[src/rtl/frame_buffer_pkg.sv]
// Shared state encoding and slot arithmetic for the frame buffer ring scheduler.
package frame_buffer_pkg;

   localparam int HA_BITS_DEF = 8;

   typedef enum logic [1:0] {
      ST_DISABLED = 2'd0,
      ST_RUN      = 2'd1,
      ST_DRAIN    = 2'd2
   } fbs_state_e;

   function automatic logic [HA_BITS_DEF-1:0] slot_step(input logic [2:0] bs);
      return HA_BITS_DEF'(1) << bs;
   endfunction

   function automatic logic [HA_BITS_DEF:0] slot_count(input logic [2:0] bs);
      return (HA_BITS_DEF+1)'(1) << (HA_BITS_DEF - int'(bs));
   endfunction

endpackage

[src/rtl/frame_slot_grant.sv]
// One slot-grant channel: registered tvalid/tdata offer plus the outstanding-slot flag.
module frame_slot_grant #(
   parameter int W = 8
) (
   input  logic         clk,
   input  logic         rst_n,
   input  logic         clear_i,
   input  logic         offer_i,
   input  logic [W-1:0] addr_i,
   input  logic         tready_i,
   input  logic         done_i,
   output logic         tvalid_o,
   output logic [W-1:0] tdata_o,
   output logic         out_nxt_o,
   output logic         done_ok_o,
   output logic         err_o
);

   logic         tvalid_q, tvalid_d;
   logic         out_q, out_d;
   logic [W-1:0] tdata_q;
   logic         hs;

   assign hs        = tvalid_q & tready_i;
   assign done_ok_o = done_i & out_q;
   assign err_o     = done_i & ~out_q;

   assign out_d = clear_i   ? 1'b0 :
                  hs        ? 1'b1 :
                  done_ok_o ? 1'b0 : out_q;

   // offer_i is built from next-cycle state, so a re-offer lands the cycle after done.
   assign tvalid_d = offer_i & ~out_d;

   always_ff @(posedge clk) begin
      if (!rst_n) begin
         tvalid_q <= 1'b0;
         tdata_q  <= '0;
         out_q    <= 1'b0;
      end else begin
         tvalid_q <= tvalid_d;
         tdata_q  <= addr_i;
         out_q    <= out_d;
      end
   end

   assign tvalid_o  = tvalid_q;
   assign tdata_o   = tdata_q;
   assign out_nxt_o = out_d;

endmodule

[src/rtl/frame_buffer_scheduler.sv]
// Hands frame buffer ring slots to one writer and one reader in order; owns pointers and fill.
module frame_buffer_scheduler
   import frame_buffer_pkg::*;
#(
   parameter int HA_BITS  = HA_BITS_DEF,
   parameter int CNT_BITS = 9
) (
   input  logic                aclk,
   input  logic                aresetn,
   input  logic                enable,
   input  logic [2:0]          buffer_size,
   output logic [HA_BITS-1:0]  m_wr_tdata,
   output logic                m_wr_tvalid,
   input  logic                m_wr_tready,
   input  logic                wr_done,
   output logic [HA_BITS-1:0]  m_rd_tdata,
   output logic                m_rd_tvalid,
   input  logic                m_rd_tready,
   input  logic                rd_done,
   output logic [CNT_BITS-1:0] filled_count,
   output logic                busy,
   output logic                err
);

   fbs_state_e          state_q, state_d;
   logic [2:0]          bs_q, bs_d;
   logic [HA_BITS-1:0]  wr_ptr_q, wr_ptr_d, rd_ptr_q, rd_ptr_d, step;
   logic [CNT_BITS-1:0] fill_q, fill_d, n_d;
   logic [CNT_BITS:0]   wr_need;
   logic                err_q, err_d;
   logic                clear, run_nxt, rd_hs, wr_offer, rd_offer;
   logic                wr_out_nxt, wr_done_ok, wr_err;
   logic                rd_out_nxt, rd_done_ok, rd_err;

   always_comb begin
      state_d = state_q;
      bs_d    = bs_q;
      case (state_q)
         ST_DISABLED: if (enable) begin
            state_d = ST_RUN;
            bs_d    = buffer_size;
         end
         ST_RUN:      if (!enable) state_d = ST_DRAIN;
         ST_DRAIN:    if (!wr_out_nxt && !rd_out_nxt) state_d = ST_DISABLED;
         default:     state_d = ST_DISABLED;
      endcase
   end

   assign clear   = (state_q == ST_DISABLED) && enable;
   assign run_nxt = (state_d == ST_RUN);
   assign step    = HA_BITS'(slot_step(bs_q));
   assign n_d     = CNT_BITS'(slot_count(bs_d));
   assign rd_hs   = m_rd_tvalid & m_rd_tready;

   assign wr_ptr_d = clear ? '0 : wr_done_ok ? wr_ptr_q + step : wr_ptr_q;
   assign rd_ptr_d = clear ? '0 : rd_done_ok ? rd_ptr_q + step : rd_ptr_q;
   assign fill_d   = clear ? '0 : fill_q + CNT_BITS'(wr_done_ok) - CNT_BITS'(rd_hs);
   assign err_d    = err_q | wr_err | rd_err;

   // The writer's own flag is already excluded inside the grant channel; a read in
   // flight still pins its slot.
   assign wr_need  = {1'b0, fill_d} + (CNT_BITS+1)'(rd_out_nxt);
   assign wr_offer = run_nxt && (wr_need < {1'b0, n_d});
   assign rd_offer = run_nxt && (fill_d != '0);

   always_ff @(posedge aclk) begin
      if (!aresetn) begin
         state_q  <= ST_DISABLED;
         bs_q     <= '0;
         wr_ptr_q <= '0;
         rd_ptr_q <= '0;
         fill_q   <= '0;
         err_q    <= 1'b0;
      end else begin
         state_q  <= state_d;
         bs_q     <= bs_d;
         wr_ptr_q <= wr_ptr_d;
         rd_ptr_q <= rd_ptr_d;
         fill_q   <= fill_d;
         err_q    <= err_d;
      end
   end

   frame_slot_grant #(.W(HA_BITS)) u_wr (
      .clk       (aclk),
      .rst_n     (aresetn),
      .clear_i   (clear),
      .offer_i   (wr_offer),
      .addr_i    (wr_ptr_d),
      .tready_i  (m_wr_tready),
      .done_i    (wr_done),
      .tvalid_o  (m_wr_tvalid),
      .tdata_o   (m_wr_tdata),
      .out_nxt_o (wr_out_nxt),
      .done_ok_o (wr_done_ok),
      .err_o     (wr_err)
   );

   frame_slot_grant #(.W(HA_BITS)) u_rd (
      .clk       (aclk),
      .rst_n     (aresetn),
      .clear_i   (clear),
      .offer_i   (rd_offer),
      .addr_i    (rd_ptr_d),
      .tready_i  (m_rd_tready),
      .done_i    (rd_done),
      .tvalid_o  (m_rd_tvalid),
      .tdata_o   (m_rd_tdata),
      .out_nxt_o (rd_out_nxt),
      .done_ok_o (rd_done_ok),
      .err_o     (rd_err)
   );

   assign filled_count = fill_q;
   assign busy         = (state_q != ST_DISABLED);
   assign err          = err_q;

endmodule
[config.mk]
export PLATFORM = sky130hd
export DESIGN_NAME = frame_buffer_scheduler
export DESIGN_NICKNAME = d
export VERILOG_FILES = /design/src/rtl/frame_buffer_pkg.sv /design/src/rtl/frame_slot_grant.sv /design/src/rtl/frame_buffer_scheduler.sv
export SDC_FILE = /design/constraint.sdc
export NUM_CORES = 1
export LEC_CHECK = 0
export ABC_AREA = 1
export CORE_MARGIN = 5
export CORE_UTILIZATION = 55
export DETAILED_ROUTE_END_ITERATION = 7
export GPL_ROUTABILITY_DRIVEN = 0
export PLACE_DENSITY_LB_ADDON = 0.3
export SLEW_MARGIN = 20
export SYNTH_ARGS = -nofsm -noshare
export SYNTH_HDL_FRONTEND = slang
export SYNTH_SLANG_ARGS = --single-unit
[constraint.sdc]
create_clock -name aclk -period 4.8 [get_ports aclk]
set_clock_uncertainty 0.05 [all_clocks]
set_input_delay 1.2 -clock aclk [delete_from_list [all_inputs] [get_ports aclk]]
set_output_delay 1.2 -clock aclk [all_outputs]
set_load 0.005 [all_outputs]
# Word level (Yosys, flattened, before mapping)
# Cells that the tools add are included.
[word_totals] reg_bits=35 input_bits=10 out_inout_bits=29 word_cells=60
[classes] add_sub_neg=6 n_lt_le_gt_ge=1 n_eq_ne=3 n_shift=2 muxes=13 bitwise=15 n_reduce_logical=10
[ops] cell="1-bit by 32-bit left shift with 9-bit output (first input constant)" count=1
[ops] cell="8-bit adder" count=2
[ops] cell="9-bit by 1-bit adder with 10-bit output" count=1
[ops] cell="10-bit by 9-bit less-than comparator with 1-bit output" count=1
[ops] cell="9-bit by 1-bit adder with 9-bit output" count=1
[ops] cell="9-bit 2-to-1 mux" count=1
[ops] cell="9-bit nonzero test" count=1
[ops] cell="9-bit by 1-bit subtractor with 9-bit output" count=1
[ops] cell="1-bit AND" count=8
[ops] cell="1-bit by 3-bit left shift with 8-bit output (first input constant)" count=1
[ops] cell="1-bit 2-to-1 mux" count=6
[ops] cell="2-bit 2-to-1 mux" count=3
[ops] cell="3-bit 2-to-1 mux" count=2
[ops] cell="2-bit case mux with 3 select lines" count=1
[ops] cell="1-bit NOT" count=5
[ops] cell="4-bit by 3-bit subtractor with 5-bit output (first input constant)" count=1
[ops] cell="2-bit by 1-bit == test with 1-bit output (second input constant)" count=2
[ops] cell="1-bit logical AND" count=4
[ops] cell="2-bit == test (second input constant)" count=1
[ops] cell="1-bit zero test" count=2
[ops] cell="2-bit zero test" count=1
[ops] cell="1-bit bitwise OR" count=2
[ops] cell="2-bit nonzero test" count=1
[ops] cell="2-bit OR reduction" count=1

# Logic depth before layout (Yosys ltp)
# Gate-level depths: netlist of the first run.
[logic_depth] depth_word=11 mapped_depth=24

# By module
# Synthesis of the first run repeated with hierarchy kept, for this count alone.
[hier_totals] cells_unflattened=480 hier_area_um2=3388.2
[modules_own_cells] mod="frame_buffer_scheduler" n_inst=1 cells_per_inst=398 area_each_um2=2722.6 seq_area_each_um2=620.6
[modules_own_cells] mod="frame_slot_grant" n_inst=2 cells_per_inst=41 area_each_um2=332.8 seq_area_each_um2=200.2

# Worst setup path after synthesis of the first run
# Ideal clock, no wire load.
[synth_timing] path_kind="input -> register" start="in wr_done" end="reg u_wr.tvalid_q, in the netlist u_wr.tvalid_o" setup_time_ns=0.064 t_arrival_ns=3.932 t_required_ns=4.686 setup_slack_ns=0.754 stages=21 path_buffers=0 cell_sequence="nand2_1 ha_1 inv_1 ha_1 fa_1 inv_1 nor2_1 ha_1 inv_1 nor3_2 xor2_1 ha_1 inv_1 nor3_1 a211oi_1 nand2_1 nand2_1 nand2_1 nand2_1 nand2_1 nor2_1"
[synth_between] word_cells_on_any_way=17 cone_classes="add/sub: 3; order compare: 1; eq/ne: 1; mux: 6; bitwise: 3; reduce/logical: 3"
[synth_lines] element="start: declaration" line_no="frame_buffer_scheduler.sv:15" source="input logic wr_done,"
[synth_lines] element="1-bit AND" line_no="frame_slot_grant.sv:25" source="assign done_ok_o = done_i & out_q;"
[synth_lines] element="9-bit by 1-bit adder with 9-bit output" line_no="frame_buffer_scheduler.sv:57" source="assign fill_d = clear ? '0 : fill_q + CNT_BITS'(wr_done_ok) - CNT_BITS'(rd_hs);"
[synth_lines] element="9-bit by 1-bit subtractor with 9-bit output" line_no="frame_buffer_scheduler.sv:57"
[synth_lines] element="9-bit 2-to-1 mux" line_no="frame_buffer_scheduler.sv:57"
[synth_lines] element="named net fill_d[1]" line_no="frame_buffer_scheduler.sv:28" source="logic [CNT_BITS-1:0] fill_q, fill_d, n_d;"
[synth_lines] element="9-bit by 1-bit adder with 10-bit output" line_no="frame_buffer_scheduler.sv:62" source="assign wr_need = {1'b0, fill_d} + (CNT_BITS+1)'(rd_out_nxt);"
[synth_lines] element="10-bit by 9-bit less-than comparator with 1-bit output" line_no="frame_buffer_scheduler.sv:63" source="assign wr_offer = run_nxt && (wr_need < {1'b0, n_d});"
[synth_lines] element="1-bit logical AND" line_no="frame_buffer_scheduler.sv:63"
[synth_lines] element="1-bit AND" line_no="frame_slot_grant.sv:33" source="assign tvalid_d = offer_i & ~out_d;"
[synth_lines] element="end signal: assignment" line_no="frame_slot_grant.sv:41" source="tvalid_q <= tvalid_d;"
[synth_lines] element="end: declaration" line_no="frame_slot_grant.sv:19" source="logic tvalid_q, tvalid_d;"
# The timed path passes the listed nets, and every way through them passes these cells.
# A chain may end at the register's enable or synchronous reset.

# Worst setup path after layout of the first run
# Ends and elaborated chain as after synthesis.

==> flow_summary_export.csv, run 1 <==
group,metric,value,unit
global_routing,grt_pass1_vias,2522,
cts,root_buffer,"clkbuf_8",
timing,drv_slew,0,
floorplan,fp.dieArea,6525,um2
synth,synthTopCellsByArea,"dfxtp_1 (25%), ha_1 (16%), nand2_1 (8.9%)",
pwr,power.share.sequential,24.7,%
timing,period_needed,4.414,ns
cts,cts_resized,0,
global_routing,grt_start_max_net_pins,16,
cts,cts_tree,"done",
pwr,p_clk_share,20.0,%
synth,synth_edf_count,0,
global_routing,grt_overflow,0,
route,first_pass_iters,4,
synth,ys_ff_latch,35,
cts,clock_path_buffers,2,
synth,yosysTopAreaCell,"dfxtp_1",
flow_run,maxCapViolations,0,
finish,finalNetCount,482,
place,io_buffers,38,
pwr,p_per_area,429.8,nW/um2
timing,holdWs,0.4361,ns
floorplan,die_y,80.78,um
global_routing,grt_pass1_wl,11050,um
setup_path,crit_path_start_kind,"input pin",
cts,cts.sinks,35,
synth,syn-instance-count,390,
floorplan,die_w,80.78,um
synth,synth_ff_type,"dfxtp_1",
timing,max_freq,226.6,MHz
synth,syn_nets,438,
cts,cts-hold-fix-buffers,0,
route,highest_layer,"met4",
pwr,p_sw_share,42.38,%
synth,netlist_area,2755,um2
timing,worst_slack,0.3863,ns
route,wl_met2,2916,um
setup_path,worst_ep_arrival_time,4.59,ns
global_routing,antenna_found_initial,0,
place,dp_slack,0.09426,ns
floorplan,initial_utilization,57.57,%
timing,max_slew_margin,65.34,%
setup_path,endpoint_kind,"flip-flop",
synth,syn_avg_cell_area,7.064,um2
synth,yosysUniqueCellTypes,37,
cts,htreeDepth,2,
floorplan,ios,39,
pwr,power.internal,0.8250,mW
timing,rsz0062_at_grt,"no",
pwr,pwr-share-comb,55.3,%
pwr,p_sw,0.6069,mW
timing,worstMarginPinSlew,0.5160,ns
floorplan,rows,25,
route,drc,0,
setup_path,crit_fanout,3,
route,wl_met1,2870,um
cts,numCtsBuffers,5,
floorplan,core,4786,um2
finish,area_growth,20.94,%
cts,cts_setup_buffers,0,
finish,stdcell_area,3332,um2
setup_path,crit_type,"in2reg",
finish,antenna-diode-count,0,
place,place_area,3214,um2
timing,finalSetupTns,0,ns
route,ant_nets,0,
route,wl_per_cell,12.22,um
timing,fin_crit_sh,91.95,%
route,routed-via-count,2585,
worst_hold_path,hp-class,"reg2reg",
synth,yosysMostFrequentCell,"nand2_1",
setup_path,critPathRequiredTime,4.98,ns
timing,finalSetupViolCount,0,
route,viasPerCell,5.149,
global_routing,grt.total_usage,21.21,%
route,wl_met3,275,um
route,drt_wl_total,6134,um
synth,ys_seq_area_share,25.43,%
route,drt_iter0_drc,117,
finish,final_core_util,69.62,%
status,outcome,"finished clean",
pwr,ir_worst_vdd,0.2725,mV
cts,clk_latency,0.29,ns
synth,ys_warn_count,0,
finish,drive_gt1_share,7.126,%
place,hpwlAfterDp,4802,um
synth,synth_top_area_share,25.43,%
timing,hold_viol_final,0,
synth,netlist_top_cells_count,"nand2_1 (65), inv_1 (64), nor2_1 (50), dfxtp_1 (35), ha_1 (35)",
pwr,cellLeakagePower,1.651,nW
cts,cts.clk_slew.worst_paths,0.08,ns
synth,async_reset_ff_share,0,%
through the flow:
stage / power [mW] / std cells
floorplan: 0.9401 / 390
global placement: 1.109 / 494
detailed placement: 1.141 / 494
CTS: 1.430 / 502
global route: 1.571 / 502
finish: 1.432 / 502
cell families (layout without fill, tap and decap cells):
logic type	count (synthesis)	count (layout)	share of synthesized area (%)
fa+ha+maj	38	38	18.07
simple gates	165	165	27.25
compound gates	59	59	12.44
buf+inv	72	117	10.13
xor+xnor	21	21	6.676
flops	35	35	25.43
power groups by stage:
stage	combinational, mW	sequential (mW)	clock [mW]
finish	0.791	0.354	0.287
global route	0.906	0.360	0.305
CTS	0.788	0.354	0.288
detailed placement	0.780	0.360	0
global placement	0.750	0.359	0
floorplan	0.579	0.361	0
registers in the layout (all words and copies together), names as in the netlist:
| name | flops |
|---|---|
| u_wr.tvalid_o | 1 |
| u_rd.tdata_o | 8 |
| filled_count | 9 |
| bs_q | 3 |
| err | 1 |
| u_wr.out_q | 1 |
| state_q | 2 |
| u_wr.tdata_o | 8 |
| u_rd.out_q | 1 |
| u_rd.tvalid_o | 1 |
critical path, cell delays in order:
cell	delay, ns
clkdlybuf4s50_1	0.48
nand2_1	0.09
ha_1	0.29
inv_1	0.04
ha_1	0.20
fa_1	0.50
inv_1	0.06
nor2_1	0.15
ha_1	0.17
inv_1	0.06
nor3_2	0.27
xor2_1	0.18
ha_1	0.25
inv_1	0.07
nor3_1	0.05
a211oi_1	0.17
nand2_1	0.08
nand2_1	0.06
nand2_1	0.04
nand2_1	0.05
nand2_1	0.04
nor2_1	0.09
metal layers:
| layer | GRT usage [%] | vias up |
|---|---|---|
| met5 | 0 | - |
| met3 | 3.437 | 6 |
| met1 | 27.00 | 1177 |
| li1 | - | 1342 |
| met4 | 5.743 | 0 |
| met2 | 37.09 | 60 |
area by class of cell:
class | instances | area [um2]
Tap cell | 67 | 83.83
Timing Repair Buffer | 40 | 395.4
Fill cell | 412 | 1454
Clock buffer | 6 | 82.58
Clock inverter | 2 | 35.03
Inverter | 69 | 259.0
Sequential cell | 35 | 700.7
Multi-Input combinational cell | 283 | 1775
cell usage in the layout, fill, tap and decap left out, drive strengths merged, types with 2 or more instances in the layout:
cell type / count
nand3: 17
nand3b: 3
nand4: 5
clkdlybuf4s50: 38
xor2: 15
nand2: 73
clkinv: 3
o21ai: 17
buf: 2
a21oi: 28
dfxtp: 35
clkbuf: 6
nor3: 13
o21bai: 2
ha: 35
nor2: 54
xnor2: 6
inv: 67
fa: 3
o211ai: 2
o21a: 3
worst paths after layout:
path | start | end | slack, ns | cells past startpoint
max | wr_done | u_wr.tvalid_o$_SDFF_PN0_ | 0.39 | 22
max reg2reg | u_wr.out_q$_SDFF_PN0_ | u_wr.tvalid_o$_SDFF_PN0_ | 1.38 | 21
min reg2reg | err$_SDFF_PN0_ | err$_SDFF_PN0_ | 0.44 | 2
min | err$_SDFF_PN0_ | err$_SDFF_PN0_ | 0.44 | 2
Power figures use the tool's default switching activity.
==> run 2: changes to the inputs <==
Settings changed: CORE_MARGIN 5 to 2.
==> run 2 against run 1 <==
Effect of this change: via count shrank 1.2%; global-route usage is 1.9 points higher; non-clock buffer count unchanged; first-iteration DRC count increased by 16%; die area shrank 14%; final area rose by 0.45%; fmax is 0.12% higher; final cell count did not move; combinational power decreased by 0.5%; sequential power barely moved; largest cell class unchanged; largest power group unchanged; highest routed layer unchanged.
==> flow_summary_export.csv, run 2 (synthesis results as in run 1) <==
group,metric,value,unit
status,outcome,"finished clean",
pwr,ir_worst_vdd,0.2499,mV
finish,antenna-diode-count,0,
finish,register_area,700.7,um2
finish,multiInputGateArea,1775,um2
cts,cts_resized,0,
route,drt_iter0_drc,136,
worst_hold_path,hp-class,"reg2reg",
setup_path,crit_top_cell,"nand2_1",
route,drt_wl_total,5871,um
setup_path,ff2ff_setup_slack,1.39,ns
setup_path,crit_fanout,3,
floorplan,ios,39,
setup_path,critPathRequiredTime,4.98,ns
cts,cts_setup_buffers,0,
timing,worst_slack,0.3916,ns
setup_path,crit_chain,"clkdlybuf4s50_1 > nand2_1 > ha_1 > inv_1 > ha_1 > fa_1 > inv_1 > nor2_1 > ha_1 > inv_1 > nor3_2 > xor2_1 > ha_1 > inv_1 > nor3_1 > a211oi_1 > nand2_1 > nand2_1 > nand2_1 > nand2_1 > nand2_1 > nor2_1",
setup_path,cp_slowest_stage_delay,0.51,ns
global_routing,grt_pass1_wl,9977,um
cts,cts.sinks,35,
route,wl_per_cell,11.70,um
route,viasPerCell,5.086,
setup_path,crit_type,"in2reg",
route,drc,0,
global_routing,grt_overflow,0,
route,routed-via-count,2553,
floorplan,die_w,74.78,um
global_routing,grt_start_max_net_pins,16,
finish,mostFrequentLayoutCell,"nand2_1",
setup_path,endpoint_kind,"flip-flop",
place,dp_cells,494,
place,io_buffers,38,
floorplan,core,4786,um2
setup_path,slowest_stage,"fa_1",
cts,clock_path_buffers,2,
setup_path,startpoint,"wr_done",
setup_path,r2r-start,"u_wr.out_q$_SDFF_PN0_",
timing,rsz0062_at_grt,"no",
finish,stdcell_count,502,
timing,fin_crit_sh,91.84,%
floorplan,die_y,74.78,um
floorplan,fp.dieArea,5591,um2
finish,stdcell_area,3347,um2
timing,max_slew_margin,65.82,%
floorplan,initial_utilization,57.57,%
cts,root_buffer,"clkbuf_8",
cts,cts_tree,"done",
setup_path,rr_worst_depth,21,
worst_hold_path,hold_path_depth,2,
worst_hold_path,holdPathEnd,"err$_SDFF_PN0_",
timing,worstMarginPinSlew,0.5122,ns
timing,hold_viol_final,0,
setup_path,crit_path_start_kind,"input pin",
cts,cts.clk_slew.worst_paths,0.08,ns
timing,finalSetupViolCount,0,
floorplan,rows,25,
place,place_area,3214,um2
cts,cts-hold-fix-buffers,0,
cts,htreeDepth,2,
cts,numCtsBuffers,5,
global_routing,grt_pass1_vias,2350,
timing,finalSetupTns,0,ns
place,dp_slack,0.1248,ns
setup_path,r2r-end,"u_wr.tvalid_o$_SDFF_PN0_",
cts,clk_latency,0.29,ns
global_routing,grt.total_usage,23.07,%
finish,mostFrequentLayoutCells,"nand2_1 (65), inv_1 (64), nor2_1 (50), clkdlybuf4s50_1 (38)",
flow_run,maxCapViolations,0,
route,first_pass_iters,4,
finish,finalNetCount,482,
global_routing,antenna_found_initial,0,
place,hpwlAfterDp,4575,um
finish,largest_reg_flops,9,
pwr,p_per_area,437.2,nW/um2
worst_hold_path,holdCritStartpoint,"err$_SDFF_PN0_",
finish,drive_gt1_share,6.897,%
setup_path,worst_ep_arrival_time,4.59,ns
finish,nFillCells,426,
timing,drv_slew,0,
timing,max_freq,226.8,MHz
route,ant_nets,0,
pwr,cellLeakagePower,1.655,nW
timing,period_needed,4.408,ns
finish,area_growth,21.48,%
## run 2: through the flow
step / hold WS (ns) / total power [mW] / util (%)
finish: 0.4357 / 1.463 / 69.93
global route: 0.4684 / 1.601 / 69.93
CTS: 0.4429 / 1.467 / 69.93
detailed placement: 0.4243 / 1.133 / 67.16
global placement: 0.4135 / 1.108 / 67.16
floorplan: 0.4178 / 0.9401 / -
## run 2: critical path, delay by kind of cell
family,cells,cell delay [ns]
and+or+nand+nor,10,0.93
xor gates and xnor gates,1,0.18
buffers and inverters,5,0.69
AOI/OAI and AO/OA,1,0.18
adders and majority gates,5,1.39
## run 2: metal layers
layer,track usage (%),vias up,routed length [um]
met3,4.016,13,273
met1,30.22,1131,2783
met4,9.127,0,113
li1,-,1349,-
met5,0,-,0
met2,37.95,60,2701
## run 2: power breakdown
| group | leakage [nW] | switching (mW) | total, mW | internal, mW |
|---|---|---|---|---|
| Combinational | 1.30 | 0.456 | 0.787 | 0.331 |
| Clock | 0.0654 | 0.114 | 0.321 | 0.208 |
| Sequential | 0.285 | 0.0277 | 0.354 | 0.327 |
## run 2: layout make-up
class                      count  share of cell area (%)
clock buffer                   6                   2.168
clock inverter                 2                   1.794
inverter                      69                   7.738
multi-input combinational    283                   53.05
sequential                    35                   20.93
tap                           67                   2.505
timing repair buffer          40                   11.81
## run 2: worst max path at each step
stage / endpoint / cells after the start
floorplan: u_wr.tvalid_o$_SDFF_PN0_ / 21
global placement: u_wr.tvalid_o$_SDFF_PN0_ / 22
detailed placement: u_wr.tvalid_o$_SDFF_PN0_ / 22
CTS: u_wr.tvalid_o$_SDFF_PN0_ / 22
global route: u_wr.tvalid_o$_SDFF_PN0_ / 22
finish: u_wr.tvalid_o$_SDFF_PN0_ / 22
